## src/rtl/dmem_bridge_pkg.sv

```systemverilog
// Shared types and helpers for the mem-stage to split-transaction bus bridge.
package dmem_bridge_pkg;

    typedef enum logic [1:0] {
        ST_IDLE = 2'd0,
        ST_REQ  = 2'd1,
        ST_WAIT = 2'd2,
        ST_HOLD = 2'd3
    } state_e;

    localparam logic [1:0] SIZE_B = 2'd0;
    localparam logic [1:0] SIZE_H = 2'd1;
    localparam logic [1:0] SIZE_W = 2'd2;

    // Partial-word lane patterns (0111/1110 from lwl/lwr/swl/swr) travel as word accesses.
    function automatic logic [1:0] sel_to_size(input logic [3:0] sel);
        logic [1:0] size;
        case (sel)
            4'b0001, 4'b0010, 4'b0100, 4'b1000: size = SIZE_B;
            4'b0011, 4'b1100:                   size = SIZE_H;
            default:                            size = SIZE_W;
        endcase
        return size;
    endfunction

endpackage

```

## src/rtl/dmem_bridge.sv

```systemverilog
// Converts the single-cycle mem-stage data access into a req/addr_ok/data_ok bus
// transaction, stalling the pipeline until the access completes.
module dmem_bridge
    import dmem_bridge_pkg::*;
#(
    parameter int ADDR_W = 32,
    parameter int DATA_W = 32   // byte lanes are fixed, so this must stay 32
) (
    input  logic              clk,
    input  logic              rst,
    input  logic              mem_ce_i,
    input  logic              mem_we_i,
    input  logic [ADDR_W-1:0] mem_addr_i,
    input  logic [3:0]        mem_sel_i,
    input  logic [DATA_W-1:0] mem_wdata_i,
    input  logic              stall_i,
    input  logic              flush_i,
    output logic [DATA_W-1:0] mem_rdata_o,
    output logic              stallreq_o,
    output logic              data_req_o,
    output logic              data_wr_o,
    output logic [1:0]        data_size_o,
    output logic [3:0]        data_wstrb_o,
    output logic [ADDR_W-1:0] data_addr_o,
    output logic [DATA_W-1:0] data_wdata_o,
    input  logic              data_addr_ok_i,
    input  logic              data_data_ok_i,
    input  logic [DATA_W-1:0] data_rdata_i
);

    state_e            state_reg;
    logic              discard_reg;
    logic [DATA_W-1:0] hold_reg;
    logic              we_reg;
    logic [ADDR_W-1:0] addr_reg;
    logic [3:0]        sel_reg;
    logic [DATA_W-1:0] wdata_reg;

    logic issue;
    logic resp_ok;

    always_comb begin
        issue   = (state_reg == ST_IDLE) && mem_ce_i && !flush_i;
        // A response is only forwarded when it belongs to a live instruction.
        resp_ok = (state_reg == ST_WAIT) && data_data_ok_i && !discard_reg && !flush_i;
    end

    always_comb begin
        mem_rdata_o  = '0;
        stallreq_o   = 1'b0;
        data_req_o   = 1'b0;
        data_wr_o    = 1'b0;
        data_size_o  = SIZE_B;
        data_wstrb_o = 4'b0000;
        data_addr_o  = '0;
        data_wdata_o = '0;
        if (!rst) begin
            case (state_reg)
                ST_IDLE: begin
                    stallreq_o = mem_ce_i;
                    if (issue) begin
                        data_req_o   = 1'b1;
                        data_wr_o    = mem_we_i;
                        data_size_o  = sel_to_size(mem_sel_i);
                        data_wstrb_o = mem_sel_i;
                        data_addr_o  = mem_addr_i;
                        data_wdata_o = mem_wdata_i;
                    end
                end
                ST_REQ: begin
                    stallreq_o   = 1'b1;
                    data_req_o   = 1'b1;
                    data_wr_o    = we_reg;
                    data_size_o  = sel_to_size(sel_reg);
                    data_wstrb_o = sel_reg;
                    data_addr_o  = addr_reg;
                    data_wdata_o = wdata_reg;
                end
                ST_WAIT: begin
                    stallreq_o = !(data_data_ok_i && !discard_reg);
                    if (resp_ok && !we_reg) begin
                        mem_rdata_o = data_rdata_i;
                    end
                end
                ST_HOLD: begin
                    mem_rdata_o = hold_reg;
                end
                default: ;
            endcase
        end
    end

    always_ff @(posedge clk) begin
        if (rst) begin
            state_reg   <= ST_IDLE;
            discard_reg <= 1'b0;
            hold_reg    <= '0;
            we_reg      <= 1'b0;
            addr_reg    <= '0;
            sel_reg     <= 4'b0000;
            wdata_reg   <= '0;
        end else begin
            case (state_reg)
                ST_IDLE: begin
                    if (issue) begin
                        we_reg      <= mem_we_i;
                        addr_reg    <= mem_addr_i;
                        sel_reg     <= mem_sel_i;
                        wdata_reg   <= mem_wdata_i;
                        discard_reg <= 1'b0;
                        state_reg   <= data_addr_ok_i ? ST_WAIT : ST_REQ;
                    end
                end
                ST_REQ: begin
                    // The request is already visible on the bus and cannot be withdrawn.
                    if (flush_i) begin
                        discard_reg <= 1'b1;
                    end
                    if (data_addr_ok_i) begin
                        state_reg <= ST_WAIT;
                    end
                end
                ST_WAIT: begin
                    if (data_data_ok_i) begin
                        discard_reg <= 1'b0;
                        if (resp_ok && stall_i) begin
                            hold_reg  <= we_reg ? '0 : data_rdata_i;
                            state_reg <= ST_HOLD;
                        end else begin
                            state_reg <= ST_IDLE;
                        end
                    end else if (flush_i) begin
                        discard_reg <= 1'b1;
                    end
                end
                ST_HOLD: begin
                    if (!stall_i || flush_i) begin
                        hold_reg  <= '0;
                        state_reg <= ST_IDLE;
                    end
                end
                default: state_reg <= ST_IDLE;
            endcase
        end
    end

endmodule

```

## config.mk

```make
export PLATFORM = sky130hd
export DESIGN_NAME = dmem_bridge
export DESIGN_NICKNAME = d
export VERILOG_FILES = /design/src/rtl/dmem_bridge_pkg.sv /design/src/rtl/dmem_bridge.sv
export SDC_FILE = /design/constraint.sdc
export NUM_CORES = 1
export LEC_CHECK = 0
export CAP_MARGIN = 25
export CORE_UTILIZATION = 35
export CTS_BUF_LIST = sky130_fd_sc_hd__clkbuf_8
export CTS_CLUSTER_SIZE = 28
export DETAILED_ROUTE_END_ITERATION = 8
export DONT_BUFFER_PORTS = 1
export PLACE_DENSITY = 0.51
export SYNTH_ARGS = -nofsm -noshare
export SYNTH_HDL_FRONTEND = slang
export SYNTH_SLANG_ARGS = --single-unit
```

## constraint.sdc

```tcl
create_clock -name clk -period 3.45 [get_ports clk]
set_input_delay 0.5175 -clock clk [delete_from_list [all_inputs] [get_ports clk]]
set_output_delay 0.5175 -clock clk [all_outputs]
set_load 0.02 [all_outputs]
```

# ---- Word-level counts from Yosys, hierarchy flattened
# Index checks and enable logic that the tools add are counted.
dict set report classes {
  add_sub_neg 0
  n_mul 0
  div 0
  magnitude_cmp 0
  n_eq_ne 20
  shifts 0
  muxes 41
  bitwise 0
  reduce_logical 25
}
# cell count
set op_table {}
lappend op_table {{$mux 32} 10}
lappend op_table {{$pmux 32 s2} 4}
lappend op_table {{$eq 4x2->1 const B} 4}
lappend op_table {{$eq 4x4->1 const B} 4}
lappend op_table {{$mux 2} 8}
lappend op_table {{$pmux 2 s2} 3}
lappend op_table {{$eq 4x1->1 const B} 2}
lappend op_table {{$eq 4x3->1 const B} 2}
lappend op_table {{$logic_and 1x1->1} 8}
lappend op_table {{$mux 1} 8}
lappend op_table {{$mux 4} 2}
lappend op_table {{$ne 2x2->1 const B} 4}
lappend op_table {{$pmux 2 s4} 1}
lappend op_table {{$pmux 4 s2} 1}
lappend op_table {{$reduce_and 4->1} 2}
lappend op_table {{$reduce_or 4->1} 2}
lappend op_table {{$pmux 1 s3} 2}
lappend op_table {{$logic_not 1->1} 5}
lappend op_table {{$eq 2x2->1 const B} 2}
lappend op_table {{$pmux 1 s2} 2}
lappend op_table {{$reduce_and 2->1} 2}
lappend op_table {{$reduce_or 2->1} 2}
lappend op_table {{$reduce_bool 3->1} 1}
lappend op_table {{$eq 2x1->1 const B} 1}
lappend op_table {{4 further kinds} 4}
dict set report word_totals {
  regBits 104
  latch_bits 0
  mem_bits_rw 0
  mem_bits_ro 0
  inputBits 108
  out_inout_bits 105
  wordCells 93
  mem_count 0
}

# ---- Longest topological paths before layout
dict set report depth {
  ltp_word 8
  ltp_mapped 9
  mapped_depth_nobuf 6
}

# ---- Worst setup path after synthesis
# No wires, ideal clock.
dict set report synth_timing {
  kind {reg2out}
  start {reg state_reg[1]}
  end {out data_addr_o[0]}
  arrival_time_ns 1.720
  t_required_ns 2.932
  setup_slack_ns 1.213
  path_stages_with_launch 8
  path_buffers 3
  path_cell_list {dfxtp_1 -> inv_1 -> ha_1 -> clkbuf_1 -> clkbuf_1 -> clkbuf_1 -> nand2_1 -> a21oi_1}
}
dict set report synth_via {
  elab_chain_cells 6
  word_cells_on_any_way 7
  classes_between {eq/ne: 1; mux: 3; reduce/logical: 3}
}
# element line_no
set synth_rtl {}
lappend synth_rtl {{start: declaration} dmem_bridge.sv:31} ;# state_e state_reg;
lappend synth_rtl {{start signal: assignment} dmem_bridge.sv:111} ;# state_reg <= data_addr_ok_i ? ST_WAIT : ST_REQ;
lappend synth_rtl {{$logic_not 2->1} {dmem_bridge.sv:43, dmem_bridge.sv:58}}
lappend synth_rtl {{$logic_and 1x1->1 (2 in series)} dmem_bridge.sv:43} ;# issue = (state_reg == ST_IDLE) && mem_ce_i && !flush_i;
lappend synth_rtl {{$mux 32} dmem_bridge.sv:61} ;# if (issue) begin
lappend synth_rtl {{$pmux 32 s2 *} dmem_bridge.sv:58} ;# case (state_reg)
lappend synth_rtl {{$mux 32 *} dmem_bridge.sv:57} ;# if (!rst) begin
lappend synth_rtl {{end: declaration} dmem_bridge.sv:24} ;# output logic [ADDR_W-1:0] data_addr_o,
# Every way passes the cells marked *; elsewhere a longest branch is shown, timed or not.

# ---- Worst setup path after layout
dict set report layout_timing {
  start {reg state_reg[0]}
  end {out data_addr_o[11]}
}
# The elaborated chain is that of the path after synthesis.

==> metrics.csv <==
metric;value;unit
initial drt markers;244;
top cells by count, synth;nand2_1, a21oi_1, dfxtp_1, clkbuf_1, nor2_1;
GRT Overall Usage;17.4;%
syn_nets;841;
flops & latches, synth;104;
P_sw;1.32;mW
WL met3;1150;microns
initial antenna violation count;0;
TritonCTS clock tree;done;
Place WS;0.972;ns
core area;0.0141;sq mm
most used cell, CP;nand2_1;
root buffer cell;clkbuf_8;
run status;finished, final reports clean;
crit path time final;2.87;ns
post-CTS setup buffers;0;
largest net degree at the start of global routing;108;
Comb pwr share;33.8;%
setup TNS;0;ns
dpl hpwl;8940;microns
max cap viols;0;
Req. time, crit path;2.93;ns
HP Class;input pin to register;
warnings from Yosys;0;
R2R Setup Slk;1.25;ns
Hold Buf Count CTS;0;
num rows;43;
DRC Markers;0;
Post-Route M1 WL;6010;microns
Setup crit start kind;register;
CP Capture Type;output port;
Int Power;2.01;mW
slowest stage cell, crit path;a21oi_1;
drt total wl;14000;microns
detailed-router iteration count before antenna repair;4;
cell count along the critical path;7;
Die ar.;0.0152;sq mm
layout cell share with drive strength beyond 1;4.61;%
crit-path max cell delay;0.45;ns
WP buf/inv;2;
sw frac;39.7;%
remaining antenna violation count;0;
cells on worst reg2reg path;7;
wire per inst;16.0;microns
WL met2;6540;microns
syn_area_per_cell;7.07;sq um
Post-layout nets;803;
cts bufs inserted;9;
Worst Clk Skew;0.0136;ns
Critical R2R Capture;hold_reg[10]$_SDFFE_PP0P_;
Vias/cell;5.37;
VDD IR max;0.268;mV
Power per Cell Area;613;mW/mm^2
Sequential Power Share;42.3;%
Die Width;123;microns
Worst-Margin Slew;0.771;ns
fin worst setup slack;0.580;ns
crit-path leading delay family;compound AO/OA/AOI/OAI gates;
CP Class;register to output port;
Fin. Hold Viols;0;
CTS max path bufs;2;
EDFF count, synth;0;
Setup-failing EPs final;0;
Slew HR;48.6;%
Clock transition at path regs;0.10;ns
RSZ-0062 raised after global routing;no;
worst path arrival time;2.35;ns
layout overhead on the synthesized area;5.74;%
count of different cell masters after synthesis;32;
Fmax;0.348;GHz
Post-Syn Area;0.00514;sq mm
top cells by area, synth;dfxtp_1, nand2_1, a21oi_1;
Skew-Pair Late Insertion Delay;0.38;ns
Die Ht;123;microns
RR Startpoint;state_reg[0]$_SDFFE_PP0P_;
crit path to;data_addr_o[11];
Synth async-reset ratio;0;%
Clk pwr share;23.9;%
leak pwr;1.74;nW
initial core utilization;36.5;%
H-tree depth;3;
count leader, synth;nand2_1;
period utilisation layout;83.2;%
part of the Yosys area used for sequential elements;40.5;%
Worst Setup SP;state_reg[0]$_SDFFE_PP0P_;
vias in the first global route;4284;
via count;4697;
ys flop type;dfxtp_1;
IO Count;213;
GR Overflow Total;0;
post-synth top area cell;dfxtp_1;
first-pass GRT wire length;20700;microns
CTS Sinks;104;
I/O Buffers;0;
Critical Path Fanout Max;72;
ANT cells;0;
Synth top area share;40.5;%
Slew Limit Fails;0;
Synth Instances;727;
GP Congestion;0.761;
post_cts resized;0;
Top Metal Used;met4;
CP Cell Sequence;inv_1 > ha_1 > nand2_1 > nor2_4 > buf_12 > nand2_1 > a21oi_1;
==> routing by layer <==
metal / vias to the layer above / global-route usage [%]
li1: 2336 / -
met1: 2188 / 20.2
met2: 155 / 29.6
met3: 18 / 5.26
met4: 0 / 7.45
met5: - / 0
==> cell type report <==
cell class                      count  area (sq um)
Timing Repair Buffer               10           100
Clock buffer                       11           151
Sequential cell                   104          2080
Tap cell                          180           225
Clock inverter                      5          56.3
Fill cell                        1535          8660
Inverter                            4          15.0
Multi-Input combinational cell    560          2810
==> power by group through the flow <==
stage,logic [mW],registers (mW),clock network (mW)
5_1_grt,1.23,1.43,0.884
6_report,1.12,1.41,0.796
4_1_cts,1.14,1.41,0.841
3_3_place_gp,1.12,1.43,0
3_5_place_dp,1.13,1.44,0
2_1_floorplan,0.926,1.42,0
==> per-stage QoR <==
step	instances	area, sq um	power, mW	hold slack, ns	utilization (%)
5_1_grt	874	5440	3.54	0.174	38.6
6_report	874	5440	3.33	0.225	38.6
3_3_place_gp	858	5230	2.55	0.436	37.1
2_1_floorplan	727	5140	2.34	0.435	-
3_5_place_dp	858	5230	2.57	0.442	37.1
4_1_cts	874	5440	3.39	0.179	38.6
==> cell families (layout without fill, tap and decap cells) <==
kind of cell	after synthesis	count (layout)	synth area share (%)
fa+ha+maj	6	6	1.46
simple gates	331	331	25.1
xor+xnor	2	2	0.341
mux	33	33	6.42
buf+inv	63	30	5.50
compound gates	188	188	20.7
flops	104	104	40.5
==> cells in the final DEF (no fill, tap or decap), types with 2 or more instances in the layout <==
cell / instances
dfxtp_1: 104
clkinv_4: 2
inv_1: 4
and3_1: 4
buf_4: 8
clkbuf_8: 11
mux2i_1: 33
buf_12: 2
nand2b_1: 3
o21ai_0: 5
nand2_1: 272
a22oi_1: 33
nor2b_1: 3
nor2_1: 41
a21oi_1: 140
xnor2_1: 2
ha_1: 5
==> how the worst min path moves through the flow <==
stage | start | endpoint | slack [ns] | cells after the start
2_1_floorplan | hold_reg[0]$_SDFFE_PP0P_ | hold_reg[0]$_SDFFE_PP0P_ | 0.44 | 2
3_3_place_gp | wdata_reg[20]$_SDFFE_PP0P_ | wdata_reg[20]$_SDFFE_PP0P_ | 0.44 | 2
3_5_place_dp | wdata_reg[29]$_SDFFE_PP0P_ | wdata_reg[29]$_SDFFE_PP0P_ | 0.44 | 2
4_1_cts | rst | wdata_reg[31]$_SDFFE_PP0P_ | 0.18 | 1
5_1_grt | rst | addr_reg[15]$_SDFFE_PP0P_ | 0.17 | 1
6_report | rst | addr_reg[15]$_SDFFE_PP0P_ | 0.23 | 1
(Power assumes the default switching activity.)
